## src/rtl/timer_pkg.sv

```systemverilog
// Shared register map, CONTROL layout and byte-lane write helpers for the machine timer.
// The write-section indices are also used by the block RAM in the top level.
package timer_pkg;

  localparam logic [7:0] OFFSET_MTIME    = 8'h00;
  localparam logic [7:0] OFFSET_MTIMEH   = 8'h04;
  localparam logic [7:0] OFFSET_CONTROL  = 8'h08;
  localparam logic [7:0] OFFSET_CMP_BASE = 8'h10;
  localparam logic [7:0] CMP_STRIDE      = 8'h08;

  localparam int CONTROL_ENABLE_BIT  = 0;
  localparam int CONTROL_DIVISOR_LSB = 8;

  localparam int WS_BYTE0   = 0;
  localparam int WS_BYTE1   = 1;
  localparam int WS_HALF_HI = 2;

  function automatic logic [31:0] lane_mask(input logic [2:0] sections);
    logic [31:0] mask;
    mask = '0;
    if (sections[WS_BYTE0])   mask[7:0]   = 8'hFF;
    if (sections[WS_BYTE1])   mask[15:8]  = 8'hFF;
    if (sections[WS_HALF_HI]) mask[31:16] = 16'hFFFF;
    return mask;
  endfunction

  // Written lanes take the bus data; unwritten lanes keep the old register contents.
  function automatic logic [31:0] merge_lanes(input logic [31:0] old_word,
                                              input logic [31:0] new_word,
                                              input logic [2:0]  sections);
    logic [31:0] mask;
    mask = lane_mask(sections);
    return (old_word & ~mask) | (new_word & mask);
  endfunction

endpackage

```

## src/rtl/timer_prescaler.sv

```systemverilog
// Holds the CONTROL enable and divisor and produces one tick every divisor+1 enabled cycles.
// Loading new CONTROL contents restarts the divide count from zero.
module timer_prescaler #(
  parameter int PRESCALE_WIDTH = 8
) (
  input  logic                      clk24,
  input  logic                      reset,
  input  logic                      load,
  input  logic                      enable_next,
  input  logic [PRESCALE_WIDTH-1:0] divisor_next,
  output logic                      enable,
  output logic [PRESCALE_WIDTH-1:0] divisor,
  output logic                      tick
);

  logic                      enable_reg;
  logic [PRESCALE_WIDTH-1:0] divisor_reg;
  logic [PRESCALE_WIDTH-1:0] count_reg;

  assign enable  = enable_reg;
  assign divisor = divisor_reg;
  assign tick    = enable_reg && (count_reg == divisor_reg);

  always_ff @(posedge clk24 or posedge reset) begin
    if (reset) begin
      enable_reg  <= 1'b1;
      divisor_reg <= '0;
      count_reg   <= '0;
    end else if (load) begin
      enable_reg  <= enable_next;
      divisor_reg <= divisor_next;
      count_reg   <= '0;
    end else if (tick) begin
      count_reg <= '0;
    end else if (enable_reg) begin
      count_reg <= count_reg + PRESCALE_WIDTH'(1);
    end
  end

endmodule

```

## src/rtl/timer_mmio.sv

```systemverilog
// Memory-mapped machine timer: prescaled mtime counter, per-channel compare interrupts,
// and a one-cycle read port whose MTIME lo read snapshots the upper counter bits.
module timer_mmio
  import timer_pkg::*;
#(
  parameter logic [31:0] BASE_ADDRESS   = 32'h80000000,
  parameter int          NUM_CHANNELS   = 1,
  parameter int          TIME_WIDTH     = 64,
  parameter int          PRESCALE_WIDTH = 8
) (
  input  logic                    clk24,
  input  logic                    reset,
  input  logic [31:0]             memory_address,
  input  logic [31:0]             memory_write_value,
  input  logic [2:0]              memory_write_sections,
  output logic [31:0]             read_value,
  output logic                    read_selected,
  output logic [NUM_CHANNELS-1:0] timer_interrupt
);

  localparam int          HI_WIDTH     = TIME_WIDTH - 32;
  localparam logic [31:0] WINDOW_BYTES = 32'(OFFSET_CMP_BASE) + 32'(CMP_STRIDE) * 32'(NUM_CHANNELS);

  logic [31:0] offset;
  logic [7:0]  reg_offset;
  logic        hit;
  logic        write_en;
  logic        snapshot;

  // Addresses below the base wrap to huge offsets, so one unsigned compare decodes the window.
  assign offset     = memory_address - BASE_ADDRESS;
  assign reg_offset = {offset[7:2], 2'b00};
  assign hit        = offset < WINDOW_BYTES;
  assign write_en   = hit && (memory_write_sections != 3'b000);
  assign snapshot   = hit && !write_en && (reg_offset == OFFSET_MTIME);

  logic                      enable;
  logic [PRESCALE_WIDTH-1:0] divisor;
  logic                      tick;
  logic                      control_write;
  logic [31:0]               control_read;
  logic [31:0]               control_written;

  always_comb begin
    control_read = '0;
    control_read[CONTROL_ENABLE_BIT] = enable;
    control_read[CONTROL_DIVISOR_LSB +: PRESCALE_WIDTH] = divisor;
  end

  assign control_write   = write_en && (reg_offset == OFFSET_CONTROL);
  assign control_written = merge_lanes(control_read, memory_write_value, memory_write_sections);

  timer_prescaler #(
    .PRESCALE_WIDTH(PRESCALE_WIDTH)
  ) u_prescaler (
    .clk24       (clk24),
    .reset       (reset),
    .load        (control_write),
    .enable_next (control_written[CONTROL_ENABLE_BIT]),
    .divisor_next(control_written[CONTROL_DIVISOR_LSB +: PRESCALE_WIDTH]),
    .enable      (enable),
    .divisor     (divisor),
    .tick        (tick)
  );

  logic [TIME_WIDTH-1:0] mtime_reg;
  logic [HI_WIDTH-1:0]   shadow_hi_reg;
  logic [63:0]           mtime_ext;
  logic [63:0]           mtime_written;
  logic                  mtime_lo_write;
  logic                  mtime_hi_write;

  assign mtime_ext      = 64'(mtime_reg);
  assign mtime_lo_write = write_en && (reg_offset == OFFSET_MTIME);
  assign mtime_hi_write = write_en && (reg_offset == OFFSET_MTIMEH);
  assign mtime_written  = {
    mtime_hi_write ? merge_lanes(mtime_ext[63:32], memory_write_value, memory_write_sections) : mtime_ext[63:32],
    mtime_lo_write ? merge_lanes(mtime_ext[31:0],  memory_write_value, memory_write_sections) : mtime_ext[31:0]
  };

  // A software write to either half wins over the tick for the whole counter.
  always_ff @(posedge clk24 or posedge reset) begin
    if (reset) begin
      mtime_reg     <= '0;
      shadow_hi_reg <= '0;
    end else begin
      if (mtime_lo_write || mtime_hi_write) begin
        mtime_reg <= mtime_written[TIME_WIDTH-1:0];
      end else if (tick) begin
        mtime_reg <= mtime_reg + TIME_WIDTH'(1);
      end
      if (snapshot) begin
        shadow_hi_reg <= mtime_reg[TIME_WIDTH-1:32];
      end
    end
  end

  logic [NUM_CHANNELS-1:0][31:0] cmp_lo_word;
  logic [NUM_CHANNELS-1:0][31:0] cmp_hi_word;

  for (genvar gi = 0; gi < NUM_CHANNELS; gi++) begin : g_channel
    localparam logic [7:0] LO_OFFSET = 8'(OFFSET_CMP_BASE + CMP_STRIDE * gi);

    logic [TIME_WIDTH-1:0] cmp_reg;
    logic                  irq_reg;
    logic                  lo_write;
    logic                  hi_write;
    logic [63:0]           cmp_ext;
    logic [63:0]           cmp_written;

    assign cmp_ext     = 64'(cmp_reg);
    assign lo_write    = write_en && (reg_offset == LO_OFFSET);
    assign hi_write    = write_en && (reg_offset == LO_OFFSET + 8'd4);
    assign cmp_written = {
      hi_write ? merge_lanes(cmp_ext[63:32], memory_write_value, memory_write_sections) : cmp_ext[63:32],
      lo_write ? merge_lanes(cmp_ext[31:0],  memory_write_value, memory_write_sections) : cmp_ext[31:0]
    };

    // The compare uses pre-edge values, so a new CMP only shows on the following edge.
    always_ff @(posedge clk24 or posedge reset) begin
      if (reset) begin
        cmp_reg <= '1;
        irq_reg <= 1'b0;
      end else begin
        if (lo_write || hi_write) begin
          cmp_reg <= cmp_written[TIME_WIDTH-1:0];
        end
        irq_reg <= (mtime_reg >= cmp_reg);
      end
    end

    assign cmp_lo_word[gi]     = cmp_ext[31:0];
    assign cmp_hi_word[gi]     = cmp_ext[63:32];
    assign timer_interrupt[gi] = irq_reg;
  end

  logic [31:0] read_next;

  always_comb begin
    read_next = '0;
    case (reg_offset)
      OFFSET_MTIME:   read_next = mtime_ext[31:0];
      OFFSET_MTIMEH:  read_next = 32'(shadow_hi_reg);
      OFFSET_CONTROL: read_next = control_read;
      default:        read_next = '0;
    endcase
    for (int ch = 0; ch < NUM_CHANNELS; ch++) begin
      if (reg_offset == 8'(OFFSET_CMP_BASE + CMP_STRIDE * ch))      read_next = cmp_lo_word[ch];
      if (reg_offset == 8'(OFFSET_CMP_BASE + CMP_STRIDE * ch + 4))  read_next = cmp_hi_word[ch];
    end
    if (!hit) read_next = '0;
  end

  always_ff @(posedge clk24 or posedge reset) begin
    if (reset) begin
      read_value    <= '0;
      read_selected <= 1'b0;
    end else begin
      read_value    <= read_next;
      read_selected <= hit;
    end
  end

endmodule

```

## config.mk

```make
export PLATFORM = sky130hd
export DESIGN_NAME = timer_mmio
export DESIGN_NICKNAME = d
export VERILOG_FILES = /design/src/rtl/timer_pkg.sv /design/src/rtl/timer_prescaler.sv /design/src/rtl/timer_mmio.sv
export SDC_FILE = /design/constraint.sdc
export NUM_CORES = 1
export LEC_CHECK = 0
export ABC_CLOCK_PERIOD_IN_PS = 7900
export BUFFER_PORTS_ARGS = -buffer_cell sky130_fd_sc_hd__buf_4
export CELL_PAD_IN_SITES_DETAIL_PLACEMENT = 1
export CELL_PAD_IN_SITES_GLOBAL_PLACEMENT = 1
export CORE_MARGIN = 5
export CORE_UTILIZATION = 47
export DETAILED_ROUTE_END_ITERATION = 10
export PLACE_DENSITY_LB_ADDON = 0.1
export SLEW_MARGIN = 20
export SYNTH_ARGS = -nofsm -noshare
export SYNTH_HDL_FRONTEND = slang
export SYNTH_HIERARCHICAL = 1
export SYNTH_SLANG_ARGS = --single-unit
export TNS_END_PERCENT = 50
```

## constraint.sdc

```tcl
create_clock -name clk24 -period 7.9 [get_ports clk24]
set_input_delay 1.975 -clock clk24 [delete_from_list [all_inputs] [get_ports clk24]]
set_output_delay 1.975 -clock clk24 [all_outputs]
set_load 0.05 [all_outputs]
```

Word-level counts from Yosys, hierarchy flattened
Cells that the tools add are included.
- bits of input ports: 69
- bits in registers: 211
- $lt $le $gt $ge: 2
- bitwise operators: 12
- equality and inequality tests: 7
- reduce and logical (&&, ||, !) cells: 20
- $add $sub $neg: 3
- multiplexer cells: 14
- operators by type and width (operator ; count):
    AND 32 bit ; 5
    2-to-1 mux 32 bit ; 5
    2-to-1 mux 64 bit ; 2
    bitwise OR 32 bit ; 4
    case mux 32 bit (3 select lines) ; 1
    adder 64 x 1 -> 64 bit, second input constant ; 1
    greater-or-equal comparator 64 bit ; 1
    2-to-1 mux 8 bit ; 5
    less-than comparator 32 x 5 -> 1 bit, second input constant ; 1
    NOT 32 bit ; 1
    subtractor 32 bit, second input constant ; 1
    AND 16 bit ; 1
    2-to-1 mux 16 bit ; 1
    bitwise OR 16 bit ; 1
    equality test 6 x 3 -> 1 bit, second input constant ; 2
    logical AND 1 bit ; 9
    adder 8 x 1 -> 8 bit, second input constant ; 1
    equality test 8 bit ; 1
    zero test 8 bit ; 1
    AND reduction 2 bit ; 4
    equality test 6 x 1 -> 1 bit, second input constant ; 1
    equality test 6 x 2 -> 1 bit, second input constant ; 1
    nonzero test 3 bit ; 2
    inequality test 2 bit, second input constant ; 2
    other kinds (3) ; 4

Logic depth before layout (Yosys ltp)
Gate-level depths: netlist of run 1.
- word-level depth: 7
- depth in mapped cells: 11
- gate-level depth less buffers: 9

Cells and area by module
Netlist of run 1, hierarchy kept.
- modules (own cells, without submodules) (module ; seq. area each (µm²) ; area an instance (µm²) ; cells each ; times used):
    timer_mmio ; 4934.7 ; 11758.8 ; 1271 ; 1
    timer_prescaler ; 426.7 ; 854.6 ; 77 ; 1

Worst setup path after synthesis of run 1
OpenSTA, ideal clock, no wires.
- path type: input to register
- start point: in memory_address[19]
- end point: reg u_prescaler.divisor_reg[0] (netlist: u_prescaler/divisor[0])
- data required time: 7.775 ns
- path slack: 3.748 ns
- buffers on the path: 3
- library setup time: 0.125 ns
- arrival: 4.027 ns
- stages: 9
- cells stage by stage: nor4_1 -> nand4_2 -> or2_1 -> buf_2 -> inv_2 -> buf_2 -> and3_1 -> clkbuf_1 -> mux2_2
- word-level cells in the longest chain between the ends: 4
- RTL lines (element ; line ; RTL):
    start: declaration ; timer_mmio.sv:13 ; input logic [31:0] memory_address,
    subtractor 32 bit ; timer_mmio.sv:31 ; assign offset = memory_address - BASE_ADDRESS;
    less-than comparator 32 x 5 -> 1 bit ; timer_mmio.sv:33 ; assign hit = offset < WINDOW_BYTES;
    named net hit ; timer_mmio.sv:26 ; logic hit;
    logical AND 1 bit ; timer_mmio.sv:34 ; assign write_en = hit && (memory_write_sections != 3'b000);
    logical AND 1 bit ; timer_mmio.sv:50 ; assign control_write = write_en && (reg_offset == OFFSET_CONTROL);
    named net control_write ; timer_mmio.sv:40 ; logic control_write;
    end signal: assignment ; timer_prescaler.sv:31 ; divisor_reg <= divisor_next;
    end: declaration ; timer_prescaler.sv:17 ; logic [PRESCALE_WIDTH-1:0] divisor_reg;
The timed path passes the listed nets, and every way through them passes these cells.
A chain may end at the register's enable or synchronous reset.

==> PnR_summary.wiki, run 1 <==
{| class="wikitable"
! Metric !! Value
|-
| Run status || finished, final reports clean
|-
| GRT Overall Usage || 27.4%
|-
| Count of final hold-check violations || 0
|-
| Number of pins with negative max-slew slack in the final report || 0
|-
| Count of mapped cells out of synthesis || 1,348
|-
| Total wire length || 42,300 um
|-
| RePlAce Congestion || 0.874
|-
| Final non-filler cell total || 1,769
|-
| Skew final || 0.0156 ns
|-
| Effective utilization at floorplan || 47.2%
|-
| Area Overhead vs Synth || 13.8%
|-
| Mean Syn Cell Area || 9.36 sq um
|-
| Routed met3 length || 2060 um
|-
| Critical setup path kind || input port to flip-flop
|-
| Max Cap Viol || 0
|-
| DRT met1 WL || 17,900 um
|-
| Setup repair after global routing missed its margin || no
|-
| Number of flops mapped to enable cells by yosys || 0
|-
| Count of nets after finishing || 1,546
|-
| Total non-filler cell area in the finished layout || 14,400 sq um
|-
| Post-Place Cell Area || 13,600 sq um
|-
| Synth cell types || 79
|-
| Clock latency on the worst-skew pair || 0.53 ns
|-
| Setup Total Neg Slack || 0 ns
|-
| Grt ovf || 0
|-
| Leakage || 6.86 nW
|-
| CTS resizes || 0
|-
| Combined area of all synthesized cells || 12,600 sq um
|-
| Wire length of the first global-routing pass || 66,700 um
|-
| Input/output buffers || 100
|-
| Post-CTS setup buffer count || 0
|-
| Cell Pwr Density || 159 nW/um^2
|-
| Placed Cells || 1,724
|-
| Worst reg-to-reg setup slack || 4.66 ns
|-
| Synth Warn # || 6
|-
| Pin count of the biggest net entering global routing || 132
|-
| Count of endpoints failing setup in the final report || 0
|-
| Nets in the synthesized netlist || 1,483
|-
| Tightest slew margin relative to the limit || 28.0%
|-
| Type of element launching the critical path || input port
|-
| Die Ht || 174 um
|-
| DR WL met2 || 20,800 um
|-
| TritonCTS clock tree || yes
|-
| Critical path endpoint category || flip-flop
|-
| Antenna violations before repair || 1
|-
| Number of top-level pins || 103
|-
| Top FF cell, synth || sky130_fd_sc_hd__dfrtp_1
|-
| Hold-fix buffers at CTS || 0
|-
| Shortest period the worst path allows || 4.86 ns
|-
| Drt pass-1 iters || 5
|-
| Worst Hold Class || flip-flop to flip-flop
|-
| Average wire per cell in the routed design || 23.9 um
|-
| Worst-Margin Slew || 1.07 ns
|-
| Uppermost signal routing layer after detailed routing || met5
|-
| Clock root cell || sky130_fd_sc_hd__clkbuf_16
|-
| Mean number of vias per cell || 6.31
|-
| Row cnt || 60
|-
| Fin crit share || 61.5%
|-
| Number of H-tree levels || 1
|-
| Synth Register Bits || 211
|-
| Max Fanout on Critical Path || 16
|-
| Number of buffers created by CTS || 25
|-
| Required time at the worst-slack endpoint || 8.33 ns
|-
| Proportion of layout cells with a drive suffix above 1 || 19.1%
|-
| Clock slew at reported path FFs || 0.06 ns
|-
| Count of vias placed by the detailed router || 11,157
|-
| Core ar. || 26,700 sq um
|-
| Horizontal die dimension || 174 um
|-
| DR iter-0 viols || 680
|-
| Synth async-reset ratio || 100%
|-
| Total power draw || 2.29 mW
|-
| Overall die area || 30,200 sq um
|-
| Share of the yosys chip area belonging to registers || 42.5%
|-
| Antenna cells || 0
|-
| Total number of clock tree sinks || 211
|-
| Worst hold slack across all endpoints || 0.487 ns
|-
| Drc violations || 0
|-
| Number of global-route vias before repair || 11,802
|-
| Largest vdd supply drop || 0.155 mV
|-
| Max frequency || 206 MHz
|-
| Worst EP arrival || 5.29 ns
|-
| DPL Wire Length || 29,100 um
|-
| Remaining antenna violation count || 0
|-
| Clock Path Buffers || 3
|}
synthesized netlist by cell type (all sizes together) (27+ instances only):
master  instances  area [sq um]
nor3           27           145
nand4          27           194
a21oi          74           374
dfrtp         146          3650
and3           30           188
mux2           49           552
dfstp          65          1710
mux2i          31           310
nor2           70           263
clkbuf         47           178
nand2         141           529
inv            79           297
o21ai         189           950
ha             66           826
buf            35           196
placed cells by master (no fill, tap or decap), types with 5 or more instances in the layout:
cell type and count:
sky130_fd_sc_hd__nor4_1 7, sky130_fd_sc_hd__a311oi_1 7, sky130_fd_sc_hd__o21a_1 8, sky130_fd_sc_hd__a21oi_1 73
sky130_fd_sc_hd__o22ai_1 5, sky130_fd_sc_hd__a21o_1 18, sky130_fd_sc_hd__a31oi_1 21, sky130_fd_sc_hd__clkbuf_16 25
sky130_fd_sc_hd__o21ai_1 14, sky130_fd_sc_hd__mux2_1 30, sky130_fd_sc_hd__nor4b_1 5, sky130_fd_sc_hd__clkbuf_1 12
sky130_fd_sc_hd__and4_1 14, sky130_fd_sc_hd__a211oi_1 12, sky130_fd_sc_hd__inv_1 77, sky130_fd_sc_hd__buf_4 117
sky130_fd_sc_hd__and2_1 7, sky130_fd_sc_hd__a32oi_1 12, sky130_fd_sc_hd__nor2_1 70, sky130_fd_sc_hd__and3_1 29
sky130_fd_sc_hd__a211o_1 8, sky130_fd_sc_hd__or3_1 6, sky130_fd_sc_hd__o21ai_0 174, sky130_fd_sc_hd__dfstp_2 65
sky130_fd_sc_hd__nand3_1 21, sky130_fd_sc_hd__nor4_4 7, sky130_fd_sc_hd__xnor2_1 9, sky130_fd_sc_hd__clkbuf_8 6
sky130_fd_sc_hd__nor3_1 23, sky130_fd_sc_hd__a22oi_1 24, sky130_fd_sc_hd__nand2_1 141, sky130_fd_sc_hd__o31a_1 5
sky130_fd_sc_hd__nand2b_1 6, sky130_fd_sc_hd__mux2i_1 31, sky130_fd_sc_hd__mux2_2 19, sky130_fd_sc_hd__dfrtp_1 146
sky130_fd_sc_hd__ha_1 66, sky130_fd_sc_hd__a41oi_1 11, sky130_fd_sc_hd__nand4_1 23
through the flow:
stage / util (%) / setup slack, ns
finish: 53.7 / 3.04
global route: 53.7 / 2.92
CTS: 53.6 / 3.00
detailed placement: 50.8 / 2.44
global placement: 50.8 / 2.60
floorplan: - / 0.747
critical path: stages:
cell                      delay [ns]
sky130_fd_sc_hd__buf_4          0.13
sky130_fd_sc_hd__nor4_4         0.87
sky130_fd_sc_hd__nand3_1        0.38
sky130_fd_sc_hd__o31a_1         0.63
sky130_fd_sc_hd__a21oi_1        0.92
sky130_fd_sc_hd__o21ai_0        0.24
sky130_fd_sc_hd__o21ai_0        0.13
routing by layer:
| metal | vias to the layer above | GRT usage [%] |
|---|---|---|
| met1 | 5682 | 35.1 |
| li1 | 5088 | - |
| met2 | 295 | 47.7 |
| met4 | 2 | 9.04 |
| met3 | 90 | 4.25 |
| met5 | - | 0 |
path summary, 6_finish.rpt:
| kind | from | to | cells past startpoint |
|---|---|---|---|
| setup / recovery | memory_address[3] | flip-flop | 7 |
| min in group asynchronous | reset | u_prescaler/divisor[0] | 2 |
| setup reg to reg | flip-flop | flip-flop | 6 |
| hold / removal | shadow_hi_reg[18] | shadow_hi_reg[18] | 1 |
| hold reg to reg | shadow_hi_reg[18] | shadow_hi_reg[18] | 1 |
| max in group asynchronous | reset | read_value[28] | 3 |
layout make-up:
| cell class | count | area [sq um] |
|---|---|---|
| inverter | 79 | 304 |
| clock inverter | 1 | 5.00 |
| sequential | 211 | 5360 |
| fill | 3069 | 12400 |
| timing repair buffer | 118 | 890 |
| multi-input combinational | 976 | 6610 |
| tap | 341 | 427 |
| clock buffer | 43 | 753 |
power by group:
part | internal [mW] | total, mW | switching, mW
sequential | 1.08 | 1.08 | 0.00000000456
clock | 0.639 | 1.10 | 0.458
combinational | 0.0361 | 0.109 | 0.0732
cell families after synthesis:
group / synth area share [%]
AO/OA/AOI/OAI: 21.1
AND/OR/NAND/NOR: 16.5
flip-flops: 42.5
buffers and inverters: 5.32
multiplexers: 7.22
adder cells (fa/ha/maj): 6.55
XOR/XNOR: 0.764
Power figures use the tool's default switching activity.
==> run 2, diff against run 1 <==
--- a/config.mk
+++ b/config.mk
@@ -5,7 +5,7 @@
 export SDC_FILE = /design/constraint.sdc
 export NUM_CORES = 1
 export LEC_CHECK = 0
-export ABC_CLOCK_PERIOD_IN_PS = 7900
+export ABC_CLOCK_PERIOD_IN_PS = 4500
 export BUFFER_PORTS_ARGS = -buffer_cell sky130_fd_sc_hd__buf_4
 export CELL_PAD_IN_SITES_DETAIL_PLACEMENT = 1
 export CELL_PAD_IN_SITES_GLOBAL_PLACEMENT = 1
==> constraint.sdc (replaced) <==
create_clock -name clk24 -period 4.5 [get_ports clk24]
set_input_delay 1.125 -clock clk24 [delete_from_list [all_inputs] [get_ports clk24]]
set_output_delay 1.125 -clock clk24 [all_outputs]
set_load 0.05 [all_outputs]
==> run 2 against run 1 <==
Total power grew 86%. Sequential share of layout area decreased by 0.77 points. Cell count is 1.4% higher. Critical path type unchanged. Highest routed layer unchanged.
==> PnR_summary.wiki, run 2 (synthesis gave the netlist of run 1 again) <==
{| class="wikitable"
! Metric !! Value
|-
| Run status || finished, final reports clean (unchanged)
|-
| Post-Place Cell Area || 13,800 sq um (was 13,600 sq um)
|-
| Type of element launching the critical path || input port (unchanged)
|-
| Leading cell type in the layout, fill and taps excluded || sky130_fd_sc_hd__o21ai_0 (unchanged)
|-
| Final non-filler cell total || 1,794 (was 1,769)
|-
| Area Overhead vs Synth || 16.2% (was 13.8%)
|-
| Max frequency || 305 MHz
|-
| DR WL met2 || 21,100 um (was 20,800 um)
|-
| Row cnt || 60 (unchanged)
|-
| Worst-Margin Slew || 0.983 ns (was 1.07 ns)
|-
| Placed Cells || 1,746 (was 1,724)
|-
| Pin count of the biggest net entering global routing || 107 (was 132)
|-
| DR iter-0 viols || 637 (was 680)
|-
| Total wire length || 43,300 um (was 42,300 um)
|-
| Max Fanout on Critical Path || 16 (unchanged)
|-
| Clock latency on the worst-skew pair || 0.54 ns (was 0.53 ns)
|-
| Hold-fix buffers at CTS || 0 (unchanged)
|-
| Final design utilization || 54.8% (was 53.7%)
|-
| Leakage || 7.04 nW (was 6.86 nW)
|-
| Cell Pwr Density || 291 nW/um^2 (was 159 nW/um^2)
|-
| Proportion of layout cells with a drive suffix above 1 || 20.8% (was 19.1%)
|-
| TritonCTS clock tree || yes (unchanged)
|-
| Antenna cells || 0 (unchanged)
|-
| Grt ovf || 0 (unchanged)
|-
| Total non-filler cell area in the finished layout || 14,700 sq um (was 14,400 sq um)
|-
| Antenna violations before repair || 1 (unchanged)
|-
| Number of buffers created by CTS || 26 (was 25)
|-
| Input/output buffers || 100 (unchanged)
|-
| CTS resizes || 0 (unchanged)
|-
| Critical setup path kind || input port to flip-flop (unchanged)
|-
| DRT met1 WL || 18,300 um (was 17,900 um)
|-
| Remaining antenna violation count || 0 (unchanged)
|-
| Effective utilization at floorplan || 47.2% (unchanged)
|-
| Tightest slew margin relative to the limit || 33.9% (was 28.0%)
|-
| Setup repair after global routing missed its margin || no (unchanged)
|-
| Fin crit share || 72.9%
|-
| Count of nets after finishing || 1,568 (was 1,546)
|-
| Critical path endpoint category || flip-flop (unchanged)
|-
| Drt pass-1 iters || 5 (unchanged)
|-
| Die Ht || 174 um (unchanged)
|-
| Overall die area || 30,200 sq um (unchanged)
|-
| Mean number of vias per cell || 6.30 (was 6.31)
|-
| Uppermost signal routing layer after detailed routing || met5 (unchanged)
|-
| Required time at the worst-slack endpoint || 4.93 ns (was 8.33 ns)
|-
| Largest vdd supply drop || 0.243 mV (was 0.155 mV)
|-
| Count of vias placed by the detailed router || 11,306 (was 11,157)
|-
| Worst hold slack across all endpoints || 0.485 ns (was 0.487 ns)
|-
| Wire length of the first global-routing pass || 68,500 um (was 66,700 um)
|-
| Count of endpoints failing setup in the final report || 0 (unchanged)
|-
| Drc violations || 0 (unchanged)
|-
| Setup Total Neg Slack || 0 ns (unchanged)
|-
| Core ar. || 26,700 sq um (unchanged)
|-
| Shortest period the worst path allows || 3.28 ns
|-
| RePlAce Congestion || 0.896 (was 0.874)
|-
| Clock root cell || sky130_fd_sc_hd__clkbuf_16 (unchanged)
|-
| Switching share of power || 23.1% (was 23.2%)
|-
| Max Cap Viol || 0 (unchanged)
|-
| Internal Dissipation || 3.28 mW (was 1.76 mW)
|-
| Horizontal die dimension || 174 um (unchanged)
|-
| Average wire per cell in the routed design || 24.2 um (was 23.9 um)
|-
| Clock Path Buffers || 3 (unchanged)
|-
| Clock slew at reported path FFs || 0.06 ns (about the same)
|-
| Clk pwr share || 50.8% (was 47.9%)
|-
| Count of final hold-check violations || 0 (unchanged)
|-
| Worst Hold Class || input port to async pin (was flip-flop to flip-flop)
|-
| Number of pins with negative max-slew slack in the final report || 0 (unchanged)
|-
| Number of top-level pins || 103 (unchanged)
|-
| Portion of total power attributed to sequential cells || 44.5% (was 47.3%)
|-
| DPL Wire Length || 30,700 um (was 29,100 um)
|-
| Number of H-tree levels || 1 (unchanged)
|-
| Worst reg-to-reg setup slack || 1.34 ns (was 4.66 ns)
|-
| Skew final || 0.00736 ns (was 0.0156 ns)
|-
| Most frequent cells in the layout || sky130_fd_sc_hd__o21ai_0 (174), sky130_fd_sc_hd__dfrtp_1 (146), sky130_fd_sc_hd__nand2_1 (141), sky130_fd_sc_hd__buf_4 (136), sky130_fd_sc_hd__inv_1 (77) (was sky130_fd_sc_hd__o21ai_0 (174), sky130_fd_sc_hd__dfrtp_1 (146), sky130_fd_sc_hd__nand2_1 (141), sky130_fd_sc_hd__buf_4 (117), sky130_fd_sc_hd__inv_1 (77))
|-
| Number of global-route vias before repair || 12,124 (was 11,802)
|-
| Reported net switching power || 0.985 mW (was 0.531 mW)
|-
| Routed met3 length || 2090 um (was 2060 um)
|-
| Worst EP arrival || 3.71 ns (was 5.29 ns)
|-
| GRT Overall Usage || 28.2% (was 27.4%)
|-
| Total number of clock tree sinks || 211 (unchanged)
|-
| Combinational Power Share || 4.7% (was 4.8%)
|-
| Launch point of the worst path || memory_address[26] (was memory_address[3])
|-
| Post-CTS setup buffer count || 0 (unchanged)
|}
[run 2: path summary, 6_finish.rpt]
| path | endpoint | cells after the start |
|---|---|---|
| max in group asynchronous | read_value[19] | 3 |
| min | read_value[0] | 2 |
| min in group clk24 | shadow_hi_reg[22] | 1 |
| min reg2reg | shadow_hi_reg[22] | 1 |
| max reg2reg | flip-flop | 7 |
| max | flip-flop | 7 |
[run 2: power by group through the flow]
| stage | registers (mW) | clock network (mW) | logic [mW] |
|---|---|---|---|
| after floorplan | 1.93 | 0 | 0.0816 |
| after global placement | 1.93 | 0 | 0.199 |
| after detailed placement | 1.93 | 0 | 0.201 |
| after CTS | 1.90 | 2.19 | 0.202 |
| after global routing | 1.90 | 2.28 | 0.215 |
| final | 1.90 | 2.17 | 0.200 |
[run 2: per-layer routing]
layer,track usage [%],up-vias
li1,-,5116
met1,35.6,5771
met2,48.4,303
met3,4.82,114
met4,10.6,2
met5,0,-
[run 2: metrics by stage]
stage          total power, mW  setup slack (ns)
4_1_cts                   4.30              1.23
3_5_place_dp              2.13             0.672
5_1_grt                   4.39              1.06
3_3_place_gp              2.13             0.765
2_1_floorplan             2.01             0.923
6_report                  4.27              1.22
[run 2: worst max-delay path, cell delays in order]
cell                       delay (ns)
sky130_fd_sc_hd__buf_4           0.11
sky130_fd_sc_hd__nor4_1          0.35
sky130_fd_sc_hd__nand4_2         0.39
sky130_fd_sc_hd__or3_2           0.79
sky130_fd_sc_hd__o21ai_2         0.51
sky130_fd_sc_hd__a21oi_1         0.13
sky130_fd_sc_hd__a311oi_1        0.30
[run 2: area by class of cell]
| cell class | count | area, sq um |
|---|---|---|
| Fill cell | 3053 | 12100 |
| Timing Repair Buffer | 139 | 1080 |
| Clock buffer | 43 | 836 |
| Inverter | 79 | 300 |
| Multi-Input combinational cell | 976 | 6600 |
| Sequential cell | 211 | 5360 |
| Clock inverter | 5 | 50.0 |
| Tap cell | 341 | 427 |
